[src/rtl/btn_press_classifier.sv]
// Turns the debounced button level into one-cycle inc/clr commands:
// a short press gives one increment, a hold auto-repeats and a very long hold clears.
module btn_press_classifier #(
  parameter int DIV        = 50_000,
  parameter int HOLD_TICKS = 500,
  parameter int RPT_TICKS  = 150,
  parameter int CLR_TICKS  = 3000
) (
  input  logic       clk,
  input  logic       rst,
  input  logic       btn_level,
  output logic       inc_pulse,
  output logic       clr_pulse,
  output logic [1:0] state_o
);
  localparam int PW = (DIV > 1) ? $clog2(DIV) : 1;
  localparam int HW = $clog2(CLR_TICKS + 1);
  localparam int RW = $clog2(RPT_TICKS + 1);

  typedef enum logic [1:0] {IDLE = 2'd0, PRESS = 2'd1, REPEAT = 2'd2, WAIT_REL = 2'd3} state_t;

  state_t        state, state_n;
  logic          btn_q, btn_q_n;
  logic [PW-1:0] pre, pre_n;
  logic [HW-1:0] hold, hold_n;
  logic [RW-1:0] rpt, rpt_n;
  logic          inc_n, clr_n;
  logic          tick;
  logic [HW:0]   hold_nx;
  logic [RW:0]   rpt_nx;

  assign tick    = (state != IDLE) && (pre == PW'(DIV - 1));
  // One extra bit so the +1 compare never wraps at the terminal count
  assign hold_nx = {1'b0, hold} + (HW + 1)'(1);
  assign rpt_nx  = {1'b0, rpt} + (RW + 1)'(1);
  assign state_o = state;

  always_comb begin
    state_n = state;
    btn_q_n = btn_level;
    pre_n   = pre;
    hold_n  = hold;
    rpt_n   = rpt;
    inc_n   = 1'b0;
    clr_n   = 1'b0;

    if (state == IDLE || tick) pre_n = '0;
    else                       pre_n = pre + PW'(1);

    case (state)
      IDLE: begin
        if (btn_level && !btn_q) begin
          state_n = PRESS;
          pre_n   = '0;
          hold_n  = '0;
        end
      end
      PRESS: begin
        // A release coincident with the hold boundary still counts as a short press
        if (!btn_level) begin
          state_n = IDLE;
          inc_n   = 1'b1;
        end else if (tick) begin
          hold_n = hold_nx[HW-1:0];
          if (hold_nx == (HW + 1)'(HOLD_TICKS)) begin
            state_n = REPEAT;
            inc_n   = 1'b1;
            rpt_n   = '0;
          end
        end
      end
      REPEAT: begin
        if (!btn_level) begin
          state_n = IDLE;
        end else if (tick) begin
          hold_n = hold_nx[HW-1:0];
          if (hold_nx == (HW + 1)'(CLR_TICKS)) begin
            state_n = WAIT_REL;
            clr_n   = 1'b1;
          end else if (rpt_nx == (RW + 1)'(RPT_TICKS)) begin
            inc_n = 1'b1;
            rpt_n = '0;
          end else begin
            rpt_n = rpt_nx[RW-1:0];
          end
        end
      end
      WAIT_REL: begin
        if (!btn_level) state_n = IDLE;
      end
      default: state_n = IDLE;
    endcase
  end

  // btn_q resets high so a button held through reset must be re-pressed
  always_ff @(posedge clk) begin
    if (rst) begin
      state     <= IDLE;
      btn_q     <= 1'b1;
      pre       <= '0;
      hold      <= '0;
      rpt       <= '0;
      inc_pulse <= 1'b0;
      clr_pulse <= 1'b0;
    end else begin
      state     <= state_n;
      btn_q     <= btn_q_n;
      pre       <= pre_n;
      hold      <= hold_n;
      rpt       <= rpt_n;
      inc_pulse <= inc_n;
      clr_pulse <= clr_n;
    end
  end
endmodule

[config.mk]
export PLATFORM = sky130hd
export DESIGN_NAME = btn_press_classifier
export DESIGN_NICKNAME = d
export VERILOG_FILES = /design/src/rtl/btn_press_classifier.sv
export SDC_FILE = /design/constraint.sdc
export NUM_CORES = 1
export LEC_CHECK = 0
export BUFFER_PORTS_ARGS = -buffer_cell sky130_fd_sc_hd__buf_2
export CORE_ASPECT_RATIO = 1.25
export CORE_UTILIZATION = 50
export DETAILED_ROUTE_END_ITERATION = 7
export PLACE_DENSITY = 0.66
export SYNTH_ARGS = -nofsm -noshare
export SYNTH_HDL_FRONTEND = slang
export SYNTH_SLANG_ARGS = --single-unit
[constraint.sdc]
create_clock -name clk -period 6.2 [get_ports clk]
set_clock_uncertainty 0.2 [all_clocks]
set_input_delay 0.93 -clock clk [delete_from_list [all_inputs] [get_ports clk]]
set_output_delay 0.93 -clock clk [all_outputs]
set_load 0.01 [all_outputs]
==> results of run 1 <==
[synth_stat cells (2+ instances only)]
cell type,n,share of area
xor2_1,5,0.018
nor3_1,11,0.022
or3_1,3,0.0076
clkbuf_2,2,0.0041
a21o_1,9,0.027
a21oi_1,21,0.043
nor2_1,39,0.060
nor4bb_1,3,0.012
and4b_1,2,0.0081
clkbuf_1,9,0.014
dfxtp_1,41,0.33
o21ai_0,10,0.020
nand4_1,3,0.0076
nand2_1,14,0.021
and3_2,2,0.0061
nor3b_1,5,0.015
ha_1,10,0.051
and4_1,2,0.0071
nor4_1,5,0.013
mux2i_1,2,0.0081
nor3_4,2,0.013
xnor2_1,12,0.043
nand3b_1,3,0.0092
nor2b_1,3,0.0076
nor4b_1,2,0.0071
a21boi_0,3,0.0092
and2_1,2,0.0051
nand2b_1,5,0.013
inv_1,12,0.018
nand3_1,17,0.035
and3_1,12,0.031
o21a_1,3,0.0092
[worst paths after layout]
path / endpoint / from / slack, ps
min: pre[0]$_SDFF_PP0_ / pre[0]$_SDFF_PP0_ / 250
max reg2reg: state_o[0]$_SDFFE_PP0P_ / hold[0]$_SDFFE_PP0P_ / 3320
min reg2reg: pre[0]$_SDFF_PP0_ / pre[0]$_SDFF_PP0_ / 250
max: state_o[0]$_SDFFE_PP0P_ / hold[0]$_SDFFE_PP0P_ / 3320
[routing by layer]
| layer | wire length (um) | GRT usage | share of wire |
|---|---|---|---|
| met4 | 78 | 0.0822 | 0.016 |
| met1 | 2370 | 0.269 | 0.50 |
| met2 | 2200 | 0.321 | 0.46 |
| met5 | 0 | 0 | 0 |
| met3 | 89 | 0.0497 | 0.019 |
[registers in the layout, summed over array words and instances (netlist names)]
signal,cells
state_o,2
rpt,8
clr_pulse,1
pre,16
inc_pulse,1
hold,12
btn_q,1
[cells by family after synthesis]
group | share of synthesized area
buf+inv | 0.0382
mux | 0.00814
fa+ha+maj | 0.0509
simple gates | 0.330
compound gates | 0.172
flops | 0.334
xor+xnor | 0.0672
[through the flow]
stage               total power [mW]  hold slack, ps  setup slack, ps  cell area, sq um
finish                         0.570             248             3320              2660
global route                   0.596             291             3030              2660
CTS                            0.579             254             3310              2660
detailed placement             0.321             237             3330              2520
global placement               0.322             231             3350              2520
floorplan                      0.311             213             3630              2460
[power by group through the flow]
stage	clock, mW	sequential, mW	combinational [mW]
floorplan	0	0.275	0.0361
global placement	0	0.274	0.0481
detailed placement	0	0.275	0.0468
CTS	0.263	0.268	0.0473
global route	0.273	0.269	0.0539
finish	0.255	0.268	0.0468
[layout make-up]
cell class	count	area share
Inverter	12	0.0170
Clock inverter	3	0.0245
Timing Repair Buffer	7	0.0141
Sequential cell	41	0.309
Tap cell	60	0.0283
Clock buffer	5	0.0259
Multi-Input combinational cell	233	0.581
[worst register-to-register path, stage by stage (launching register included)]
cell and delay, ps:
dfxtp_1 490, ha_1 330, nand3_1 210, nor2_1 290
o221ai_2 170, nor3_4 310, nor2_2 90, a2111o_1 440
a221oi_1 250
==> results.cfg, run 1 <==
[sta]
setup_violations = 0
rsz0062_at_grt = false
finalMaxSlewViolations = 0
hold_viol_final = 0
post-route-period-util = 0.464
period_needed_ps = 2880
timing.fmax_ghz = 0.347
slew_headroom = 0.638
fin_setup_tns_ps = 0
tightest_slew_ps = 535

[finish]
final_util = 0.562
areaGrowthSynthToFinish_pct = 8.04
fillers = 462
stdcell_count = 361
final_common_cell = dfxtp_1
regArea_sq_um = 821
drive_above_1_share = 0.0997
num_antenna_cells = 0
multi_input_area_sq_um = 1540
final_nets = 313
final_cell_mix = 41 x dfxtp_1, 39 x nor2_1, 21 x a21oi_1, 17 x nand3_1, 14 x nand2_1

[global_routing]
antenna_found_initial = 0
grt_pass1_wl_um = 8380
overflow = 0
grt_pass1_vias = 1830
grt_max_degree = 27
grt_usage = 0.206

[die]
initial_core_util = 0.520
fp.dieH_um = 80.4
fp-row-count = 28
die_w_um = 64.7
dieArea_sq_um = 5200
core-area_sq_um = 4730
io_pins = 7

[setup_path]
worstPathCellList = ha_1, nand3_1, nor2_1, o221ai_2, nor3_4, nor2_2, a2111o_1, a221oi_1
critPathRequiredTime_ps = 6200
endpoint_kind = flip-flop
path_delay_family = simple AND/OR/NAND/NOR gates
worstSetupStartpointType = flip-flop
path_class = flip-flop to flip-flop
worstRegToRegCells = 8
slowest_stage = dfxtp_1
critPathMaxFanout = 8
cp.arrival_ps = 2880
cpPeakStageDelay_ps = 490
path_depth = 8
crit_buf_inv = 0

[synthesis]
syn-num-nets = 311
ys_seq_elements = 41
avgSynthCellArea_sq_um = 8.25
yosys.cell_types.count = 56
ys.flop_type = dfxtp_1
synth_area_sq_um = 2460
synth_edf_count = 0
yosysWarnings = 0
synthCells = 298
seq_area_frac_synth = 0.334
postSynth.asyncResetShare = 0

[detailed_routing]
wl_um = 4740
vias = 2045
drtPass1Iterations = 4
wl_per_cell_um = 13.1
ant_nets = 0
drtIter0Drc = 105
drc = 0
viasPerCell = 5.66

[placed_design]
port_buffers = 6
place_congestion = 0.794
hpwl_um = 3390
dp_cells = 353

[outcome]
outcome = complete, no violations

[power]
p_int_mw = 0.444
clockPowerShare = 0.448
peakVddDrop_mv = 0.134
switching_power_mw = 0.127
pwr-share-comb = 0.082
power_leakage_nw = 0.956
seqPwrFrac = 0.470
cellPowerDensity_nw_per_um2 = 215
swShare = 0.222

[clock_network]
ctsResizeCount = 0
cts_hold_buf = 0
clock_latency_ps = 300
tritoncts = built
clkTransAtPathRegs_ps = 80
cts_max_level = 2
cts.sinks = 41
cts_buffer_depth = 2
clock-root-buffer = clkbuf_8
cts_setup_buffers = 0
numCtsBuffers = 5

[min_path]
hold_depth = 1
hp-class = flip-flop to flip-flop

[job]
drv_cap = 0
(Power assumes the default switching activity.)
==> run 2, diff against run 1 <==
Clock period 6.2 ns to 2.8 ns, I/O delays scaled along.
==> results.cfg, run 2 (synthesis results as in run 1) <==
[placed_design]
place_congestion = 0.798
port_buffers = 6
hpwl_um = 3530
dp_cells = 361

[global_routing]
grt_max_degree = 27
use_met2 = 0.370
grt_pass1_wl_um = 8920
overflow = 0
antenna_found_initial = 0
grt_use_met1 = 0.261
grt_pass1_vias = 1968
grt_util_met3 = 0.0455
busiest_layer = met2
grt_usage = 0.216

[setup_path]
slowest_stage = o41a_1
r2r_slack_ps = 200
critPathRequiredTime_ps = 2770
cp.arrival_ps = 2570
worstPathCellList = ha_1, and4b_1, and4b_1, a41oi_4, o41a_1, nor3_4, buf_4, mux2i_1, nor2_1
endpoint_kind = flip-flop
crit_top_cell = and4b_1
path_delay_family = simple AND/OR/NAND/NOR gates
critPathMaxFanout = 7
path_class = flip-flop to flip-flop
cpPeakStageDelay_ps = 490
path_depth = 9
worstSetupStartpointType = flip-flop
crit_buf_inv = 1
worstRegToRegCells = 9

[finish]
num_antenna_cells = 0
stdcell_count = 372
top_register = pre
final_util = 0.577
final_nets = 324
final_cell_mix = 41 x dfxtp_1, 38 x nor2_1, 21 x a21oi_1, 17 x nand3_1, 14 x nand2_1
areaGrowthSynthToFinish_pct = 10.9
largest_register_ffs = 16
final_common_cell = dfxtp_1
top_regs = pre: 16 flops, hold: 12 flops, rpt: 8 flops
drive_above_1_share = 0.135

[sta]
slew_headroom = 0.641
post-route-period-util = 0.929
period_needed_ps = 2600
setup_violations = 0
hold_viol_final = 0
timing.fmax_ghz = 0.384
finalMaxSlewViolations = 0
tightest_slew_ps = 538

[job]
drv_cap = 0

[power]
swShare = 0.237
cellPowerDensity_nw_per_um2 = 442
seqPwrFrac = 0.492
peakVddDrop_mv = 0.394
clockPowerShare = 0.418
power_leakage_nw = 1.00
switching_power_mw = 0.286
power_mw = 1.21
pwr-share-comb = 0.090
p_int_mw = 0.921

[detailed_routing]
vias = 2098
ant_nets = 0
drc = 0
drtPass1Iterations = 4
drtIter0Drc = 124
viasPerCell = 5.64
wl_um = 5030
wl_per_cell_um = 13.5

[clock_network]
clock_latency_ps = 300
cts.sinks = 41
numCtsBuffers = 5
clock-root-buffer = clkbuf_8
tritoncts = built
cts_max_level = 2
cts_buffer_depth = 2
clkTransAtPathRegs_ps = 80

[die]
die_w_um = 64.7
initial_core_util = 0.520
fp-row-count = 28
fp.dieH_um = 80.4
io_pins = 7
core-area_sq_um = 4730
dieArea_sq_um = 5200

[min_path]
hold_depth = 1
hp-class = flip-flop to flip-flop

[outcome]
outcome = complete, no violations
run 2: cell types whose count changed in the layout (fill, tap and decap cells not counted):
cell and change:
nor2_2 +1, clkinv_2 -1, nor2_1 -1, buf_4 +11
clkbuf_8 +1, bufinv_16 -1, clkinvlp_4 +1
run 2: final timing paths:
kind | start | to
worst min-delay path | pre[0]$_SDFF_PP0_ | pre[0]$_SDFF_PP0_
worst max-delay path | hold[1]$_SDFFE_PP0P_ | rpt[6]$_SDFFE_PP0P_
worst min register to register | pre[0]$_SDFF_PP0_ | pre[0]$_SDFF_PP0_
worst max register to register | hold[1]$_SDFFE_PP0P_ | rpt[6]$_SDFFE_PP0P_
run 2: cell type report:
cell class / count / area, sq um
tap: 60 / 75.1
clock buffer: 6 / 82.6
inverter: 12 / 45.0
multi-input combinational: 233 / 1550
timing repair buffer: 18 / 120
clock inverter: 2 / 37.5
fill: 417 / 2000
sequential: 41 / 821
run 2: what timing repair did:
item | in CTS | in global routing
setup endpoints to repair | 0 | 7
setup buffers | 0 | 3
gates resized for setup | 0 | 1
hold buffers | 0 | 0
endpoints found under the hold margin | 0 | 0
run 2: metrics by stage:
step	TNS [ps]	setup WS, ps	area [sq um]	hold slack [ps]
3_5_place_dp	0	104	2580	235
5_1_grt	-1.86	-1.86	2730	268
4_1_cts	0	80.3	2700	248
6_report	0	198	2730	246
2_1_floorplan	0	229	2460	213
3_3_place_gp	0	162	2580	232
run 2: layer usage:
layer | up-vias | routed length [um] | part of all wire
li1 | 1089 | - | -
met1 | 981 | 2400 | 0.48
met2 | 22 | 2430 | 0.48
met4 | 0 | 64 | 0.013
met5 | - | 0 | 0
met3 | 6 | 137 | 0.027
run 2: power by group through the flow:
stage	logic [mW]	registers (mW)	clock network [mW]
global placement	0.109	0.608	0
floorplan	0.0799	0.609	0
CTS	0.110	0.594	0.520
finish	0.109	0.594	0.504
global route	0.122	0.596	0.544
detailed placement	0.109	0.608	0
